$ cat config.mk
export PLATFORM = sky130hd
export DESIGN_NAME = sha2_round_pipe
export DESIGN_NICKNAME = d
export VERILOG_FILES = /design/src/rtl/sha2_pkg.sv /design/src/rtl/sha2_sigma.sv /design/src/rtl/sha2_round_pipe.sv
export SDC_FILE = /design/constraint.sdc
export NUM_CORES = 1
export LEC_CHECK = 0
export CAP_MARGIN = 20
export CORE_ASPECT_RATIO = 0.5
export CORE_UTILIZATION = 50
export DETAILED_ROUTE_END_ITERATION = 6
export PLACE_DENSITY_LB_ADDON = 0.1
export RECOVER_POWER = 25
export SLEW_MARGIN = 20
export SYNTH_ARGS = -nofsm -noshare
export SYNTH_HDL_FRONTEND = slang
export SYNTH_SLANG_ARGS = --single-unit
export TNS_END_PERCENT = 1
$ cat constraint.sdc
create_clock -name clk -period 28.8 [get_ports clk]
set_input_delay 2.88 -clock clk [delete_from_list [all_inputs] [get_ports clk]]
set_output_delay 2.88 -clock clk [all_outputs]
set_load 0.02 [all_outputs]
$ cat src/rtl/sha2_pkg.sv
// rtl/sha2_pkg.sv - shared SHA-2 round constants and helpers
//
// Purpose: rotation amounts for Sigma0/Sigma1 at both word widths, the
// working-variable pack/unpack index helper, and the legal WORD_W check.
// Ports: none (package).

package sha2_pkg;

   localparam int SHA256_W   = 32;
   localparam int SHA512_W   = 64;
   localparam int NUM_VARS   = 8;
   localparam int COUNT_W    = 16;

   localparam int SEL_SIGMA0 = 0;
   localparam int SEL_SIGMA1 = 1;

   // Working variables; A is packed into the most significant word.
   typedef enum int {
      VAR_A = 0,
      VAR_B = 1,
      VAR_C = 2,
      VAR_D = 3,
      VAR_E = 4,
      VAR_F = 5,
      VAR_G = 6,
      VAR_H = 7
   } sha2_var_e;

   function automatic bit word_w_legal(input int word_w);
      return (word_w == SHA256_W) || (word_w == SHA512_W);
   endfunction

   // LSB position of a working variable inside the packed {a..h} vector.
   function automatic int var_lsb(input int word_w, input int var_idx);
      return (NUM_VARS - 1 - var_idx) * word_w;
   endfunction

   // Rotation amount idx (0..2) of Sigma0 (sel=0) or Sigma1 (sel=1).
   function automatic int sigma_rot(input int word_w, input int sel, input int idx);
      int r;
      r = 1;
      if (word_w == SHA256_W) begin
         if (sel == SEL_SIGMA0) r = (idx == 0) ? 2  : (idx == 1) ? 13 : 22;
         else                   r = (idx == 0) ? 6  : (idx == 1) ? 11 : 25;
      end else begin
         if (sel == SEL_SIGMA0) r = (idx == 0) ? 28 : (idx == 1) ? 34 : 39;
         else                   r = (idx == 0) ? 14 : (idx == 1) ? 18 : 41;
      end
      return r;
   endfunction

endpackage

$ cat src/rtl/sha2_sigma.sv
// rtl/sha2_sigma.sv - combinational SHA-2 big Sigma0/Sigma1
//
// Purpose: y = ROTR(x,r0) ^ ROTR(x,r1) ^ ROTR(x,r2), rotations picked from
// sha2_pkg by WORD_W and SEL (0 = Sigma0, 1 = Sigma1).
// Ports:
//   i_x  in   WORD_W  operand word
//   o_y  out  WORD_W  Sigma result

module sha2_sigma
   import sha2_pkg::*;
#(
   parameter int WORD_W = 32,
   parameter int SEL    = 0
) (
   input  logic [WORD_W-1:0] i_x,
   output logic [WORD_W-1:0] o_y
);

   localparam int R0 = sigma_rot(WORD_W, SEL, 0);
   localparam int R1 = sigma_rot(WORD_W, SEL, 1);
   localparam int R2 = sigma_rot(WORD_W, SEL, 2);

   logic [WORD_W-1:0] w_r0;
   logic [WORD_W-1:0] w_r1;
   logic [WORD_W-1:0] w_r2;

   // Rotations are pure rewiring: low bits wrap around to the top.
   assign w_r0 = {i_x[R0-1:0], i_x[WORD_W-1:R0]};
   assign w_r1 = {i_x[R1-1:0], i_x[WORD_W-1:R1]};
   assign w_r2 = {i_x[R2-1:0], i_x[WORD_W-1:R2]};

   assign o_y = w_r0 ^ w_r1 ^ w_r2;

endmodule

$ cat src/rtl/sha2_round_pipe.sv
// rtl/sha2_round_pipe.sv - two-stage SHA-2 compression round with valid/ready
//
// Purpose: one SHA-256/512 round per cycle. Stage 1 registers the Sigma,
// Ch, Maj terms, h+K+W, a..g and the tag; stage 2 registers the final sums.
// Ports:
//   clk          in   1         rising-edge clock
//   rst          in   1         synchronous active-high reset
//   in_valid     in   1         round operands present
//   in_ready     out  1         operands accepted this cycle
//   in_state     in   8*WORD_W  {a,b,c,d,e,f,g,h}, a in MSBs
//   in_k         in   WORD_W    round constant
//   in_w         in   WORD_W    schedule word
//   in_tag       in   TAG_W     opaque sideband tag
//   out_valid    out  1         result present
//   out_ready    in   1         downstream accepts result
//   out_state    out  8*WORD_W  next working variables
//   out_t1       out  WORD_W    T1 of the round
//   out_tag      out  TAG_W     tag travelling with the result
//   round_count  out  16        output handshakes, wrapping

module sha2_round_pipe
   import sha2_pkg::*;
#(
   parameter int WORD_W = 32,
   parameter int TAG_W  = 8
) (
   input  logic                  clk,
   input  logic                  rst,
   input  logic                  in_valid,
   output logic                  in_ready,
   input  logic [8*WORD_W-1:0]   in_state,
   input  logic [WORD_W-1:0]     in_k,
   input  logic [WORD_W-1:0]     in_w,
   input  logic [TAG_W-1:0]      in_tag,
   output logic                  out_valid,
   input  logic                  out_ready,
   output logic [8*WORD_W-1:0]   out_state,
   output logic [WORD_W-1:0]     out_t1,
   output logic [TAG_W-1:0]      out_tag,
   output logic [COUNT_W-1:0]    round_count
);

   generate
      if (!word_w_legal(WORD_W)) begin : g_illegal_word_w
         $error("sha2_round_pipe: WORD_W must be 32 or 64");
      end
   endgenerate

   localparam int VARS_W = 7 * WORD_W;

   // ---------------- input unpack and stage-1 combinational terms
   logic [WORD_W-1:0] w_a, w_b, w_c, w_e, w_f, w_g, w_h;
   logic [WORD_W-1:0] w_sig0, w_sig1, w_ch, w_maj, w_hkw;

   assign w_a = in_state[var_lsb(WORD_W, VAR_A) +: WORD_W];
   assign w_b = in_state[var_lsb(WORD_W, VAR_B) +: WORD_W];
   assign w_c = in_state[var_lsb(WORD_W, VAR_C) +: WORD_W];
   assign w_e = in_state[var_lsb(WORD_W, VAR_E) +: WORD_W];
   assign w_f = in_state[var_lsb(WORD_W, VAR_F) +: WORD_W];
   assign w_g = in_state[var_lsb(WORD_W, VAR_G) +: WORD_W];
   assign w_h = in_state[var_lsb(WORD_W, VAR_H) +: WORD_W];

   sha2_sigma #(.WORD_W(WORD_W), .SEL(SEL_SIGMA0)) u_sigma0 (
      .i_x (w_a),
      .o_y (w_sig0)
   );

   sha2_sigma #(.WORD_W(WORD_W), .SEL(SEL_SIGMA1)) u_sigma1 (
      .i_x (w_e),
      .o_y (w_sig1)
   );

   assign w_ch  = (w_e & w_f) ^ (~w_e & w_g);
   assign w_maj = (w_a & w_b) ^ (w_a & w_c) ^ (w_b & w_c);
   assign w_hkw = w_h + in_k + in_w;

   // ---------------- pipeline registers
   logic                r1_valid;
   logic [WORD_W-1:0]   r1_sig0, r1_sig1, r1_ch, r1_maj, r1_hkw;
   logic [VARS_W-1:0]   r1_vars;     // a..g, h is already folded into r1_hkw
   logic [TAG_W-1:0]    r1_tag;

   logic                r2_valid;
   logic [8*WORD_W-1:0] r2_state;
   logic [WORD_W-1:0]   r2_t1;
   logic [TAG_W-1:0]    r2_tag;

   logic [COUNT_W-1:0]  r_round_count;

   // A stage may load when the stage after it is empty or draining.
   logic w_s2_adv;
   assign w_s2_adv = !r2_valid || out_ready;
   assign in_ready = !r1_valid || !r2_valid || out_ready;

   // ---------------- stage-2 combinational sums
   logic [WORD_W-1:0]   w1_a, w1_b, w1_c, w1_d, w1_e, w1_f, w1_g;
   logic [WORD_W-1:0]   w_t1, w_t2;
   logic [8*WORD_W-1:0] w_next_state;

   // r1_vars drops h, so every index is shifted down by one word.
   assign w1_a = r1_vars[var_lsb(WORD_W, VAR_A) - WORD_W +: WORD_W];
   assign w1_b = r1_vars[var_lsb(WORD_W, VAR_B) - WORD_W +: WORD_W];
   assign w1_c = r1_vars[var_lsb(WORD_W, VAR_C) - WORD_W +: WORD_W];
   assign w1_d = r1_vars[var_lsb(WORD_W, VAR_D) - WORD_W +: WORD_W];
   assign w1_e = r1_vars[var_lsb(WORD_W, VAR_E) - WORD_W +: WORD_W];
   assign w1_f = r1_vars[var_lsb(WORD_W, VAR_F) - WORD_W +: WORD_W];
   assign w1_g = r1_vars[var_lsb(WORD_W, VAR_G) - WORD_W +: WORD_W];

   assign w_t1 = r1_hkw + r1_sig1 + r1_ch;
   assign w_t2 = r1_sig0 + r1_maj;
   assign w_next_state = {w_t1 + w_t2, w1_a, w1_b, w1_c,
                          w_t1 + w1_d, w1_e, w1_f, w1_g};

   // ---------------- control state
   always_ff @(posedge clk) begin
      if (rst) begin
         r1_valid      <= 1'b0;
         r2_valid      <= 1'b0;
         r_round_count <= '0;
      end else begin
         if (in_ready) r1_valid <= in_valid;
         if (w_s2_adv) r2_valid <= r1_valid;
         if (r2_valid && out_ready) r_round_count <= r_round_count + 1'b1;
      end
   end

   // ---------------- data registers (meaningless while their valid is low)
   always_ff @(posedge clk) begin
      if (in_ready && in_valid) begin
         r1_sig0 <= w_sig0;
         r1_sig1 <= w_sig1;
         r1_ch   <= w_ch;
         r1_maj  <= w_maj;
         r1_hkw  <= w_hkw;
         r1_vars <= in_state[8*WORD_W-1:WORD_W];
         r1_tag  <= in_tag;
      end
      if (w_s2_adv && r1_valid) begin
         r2_state <= w_next_state;
         r2_t1    <= w_t1;
         r2_tag   <= r1_tag;
      end
   end

   assign out_valid   = r2_valid;
   assign out_state   = r2_state;
   assign out_t1      = r2_t1;
   assign out_tag     = r2_tag;
   assign round_count = r_round_count;

endmodule

==> run_results.csv <==
group,metric,value,unit
timing,skew,26.22,ps
grt,grt_util_all_layers,0.2382,
logic_synthesis,ys_warn_count,0,
clock_network,cts_made_buffers,59,
die,pin_count,646,
worst_setup_path,worstPathMaxFanout,4,
final_layout,fin_cells,3524,
logic_synthesis,postSynthAreaPerCell,16.08,um^2
clock_network,cts.sinks,706,
logic_synthesis,ys_dominant_reg_cell,"edfxtp_1",
worst_setup_path,cp-start-kind,"input pin",
clock_network,clk_pin_slew,70,ps
die,core-area,0.06150,mm^2
worst_setup_path,slowest_delay,550,ps
timing,hold_viol,0,
drt,via_count,18670,
power,vdd_drop_max,0.08833,mV
final_layout,layout_common_cells,"edfxtp_1 (688), clkdlybuf4s50_1 (433), dlygate4sd3_1 (212)",
worst_setup_path,crit_path_frequent_cell,"clkdlybuf4s50_1",
drt,vias_per_cell,5.298,
logic_synthesis,synthTopCellsByArea,"edfxtp_1 (66%), fa_1 (6.2%), xnor2_1 (5.8%)",
logic_synthesis,syn_area,0.03128,mm^2
status,violations,"design-rule violations",
drt,ant_nets,0,
timing,tightestPinTransition,1112,ps
timing,fmaxAchievable,139.6,MHz
place,dp.cells,3410,
timing,setup-tns-final,0,ps
die,die_y,178.9,um
final_layout,fin_nets,3197,
power,power_density,110.5,mW/mm^2
clock_network,clockBufferDepth,3,
drt,first_pass_iters,7,
grt,overflow,0,
drt,routed_wl,77.24,mm
clock_network,h-tree-depth,2,
die,initial_core_util,0.5086,
final_layout,final_common_cell,"edfxtp_1",
logic_synthesis,yosysUniqueCellTypes,66,
clock_network,clk_root_buffer_cell,"clkbuf_16",
clock_network,cts_resized,0,
timing,layout_min_cycle_time,7163,ps
status,status,"finished with violations",
drt,wl_per_cell,21.92,um
worst_setup_path,cp-end-kind,"output port",
worst_setup_path,required,25920,ps
logic_synthesis,synth-seq-cells,706,
logic_synthesis,synth_top_cell_by_area,"edfxtp_1",
clock_network,cts_tree,"done",
worst_setup_path,critPathTopFamily,"buffers and inverters",
logic_synthesis,ys_seq_area_frac,0.6720,
drt,drc,24,
min_path,hold_path.class,"register to register",
timing,slew-limit-headroom,0.2588,
job,cap_violations,0,
logic_synthesis,synth_nets,2496,
worst_setup_path,path_class,"input pin to output port",
grt,grt_pass1_vias,18290,
place,numPortBuffers,645,
die,rows,64,
power,finalPower,4.507,mW
logic_synthesis,synth_top_area_frac,0.6605,
die,die_area,0.06363,mm^2
worst_setup_path,critPathSlowestCell,"clkdlybuf4s50_1",
grt,grt_antenna_before_repair,15,
die,die_x,355.7,um
timing,slew_violations,0,
worst_setup_path,worstPathCellList,"clkdlybuf4s50_1 -> nor2b_1 -> nand2_1 -> clkdlybuf4s50_1",
drt,drt_iter0_markers,1734,
timing,fin_crit_sh,0.2487,
logic_synthesis,synth_edf_count,688,
clock_network,hold_buffers,0,
logic_synthesis,synthCells,1945,
worst_setup_path,cp.arrival,4280,ps
power,p_leak,14.61,nW
clock_network,insertion_delay,620,ps
grt,grt_max_degree,163,
worst_setup_path,crit_buf_inv,2,
place,dpl.hpwl,58.71,mm
clock_network,cts_setup_buffers,0,
logic_synthesis,synthArstFlopShare,0,
grt,grt_first_pass_wirelength,111.5,mm
timing,rsz0062_at_grt,"no",
timing,finalSetupViolations,0,
final_layout,synthToLayoutAreaGrowth,30.35,%
place,gp_congestion,0.8965,
final_layout,drive_gt1_frac,0.05050,
## sequential cells by signal, summed over array words and instances, names as in the netlist, 8 cells and up
| signal | count |
|---|---|
| round_count | 16 |
| r1_tag | 8 |
| r1_ch | 32 |
| r1_maj | 32 |
| r1_vars | 224 |
| out_t1 | 32 |
| r1_sig0 | 32 |
| out_tag | 8 |
| out_state | 256 |
| r1_sig1 | 32 |
| r1_hkw | 32 |
## cells in the mapped netlist (18+ instances only)
cell and instances:
a21o_1 39, a21oi_1 109, dfxtp_1 18, edfxtp_1 688, fa_1 97, ha_1 122, inv_1 92, maj3_1 32
mux2_2 32, nand2_1 61, nand3_1 20, nor2_1 65, o21ai_0 65, xnor2_1 206, xor2_1 46
## routing by layer
layer | track usage | wire (um) | vias up
met5 | 0 | 13 | -
met4 | 0.06724 | 1917 | 2
met2 | 0.4039 | 38470 | 610
met1 | 0.3177 | 32090 | 9222
li1 | - | - | 8720
met3 | 0.04224 | 4745 | 115
## path summary, 6_finish.rpt
kind	cells after the start	endpoint	slack (ps)	from
setup / recovery	4	in_ready	21640	out_ready
setup reg to reg	24	out_state[253]$_DFFE_PP_	21720	r1_sig1[1]$_DFFE_PP_
hold / removal	0	out_state[17]$_DFFE_PP_	420	r1_vars[17]$_DFFE_PP_
hold reg to reg	0	out_state[17]$_DFFE_PP_	420	r1_vars[17]$_DFFE_PP_
## final cells by class
| cell class | instances | area (um^2) |
|---|---|---|
| flip-flops and latches | 706 | 21020 |
| fillers | 4364 | 20720 |
| inverters | 92 | 345.3 |
| well taps | 825 | 1032 |
| repair buffers | 654 | 6536 |
| clock inverters | 34 | 397.9 |
| multi-input cells | 1133 | 9873 |
| diodes | 6 | 15.01 |
| clock buffers | 74 | 1554 |
## cells by family (layout without fill, tap and decap cells)
kind of cell / after synthesis / in the layout / synth area share
flops: 706 / 706 / 0.6720
buf+inv: 106 / 854 / 0.01272
fa+ha+maj: 251 / 251 / 0.1211
mux: 34 / 34 / 0.01216
compound gates: 337 / 337 / 0.06924
xor+xnor: 253 / 253 / 0.07128
other cells: 0 / 6 / 0
simple gates: 258 / 258 / 0.04152
## where the power goes
part | switching (mW) | internal, mW
clock | 0.365 | 0.456
combinational | 1.31 | 0.939
sequential | 0.0446 | 1.40
## through the flow
step | hold WS [ps] | utilization | area (um^2) | setup slack, ps
2_1_floorplan | 400.3 | - | 31280 | 11800
5_1_grt | 423.0 | 0.6630 | 40770 | 21270
3_3_place_gp | 400.3 | 0.6310 | 38810 | 21670
6_report | 417.5 | 0.6630 | 40770 | 21640
4_1_cts | 415.8 | 0.6628 | 40760 | 21630
3_5_place_dp | 404.5 | 0.6310 | 38810 | 21640
Power figures use the tool's default switching activity.
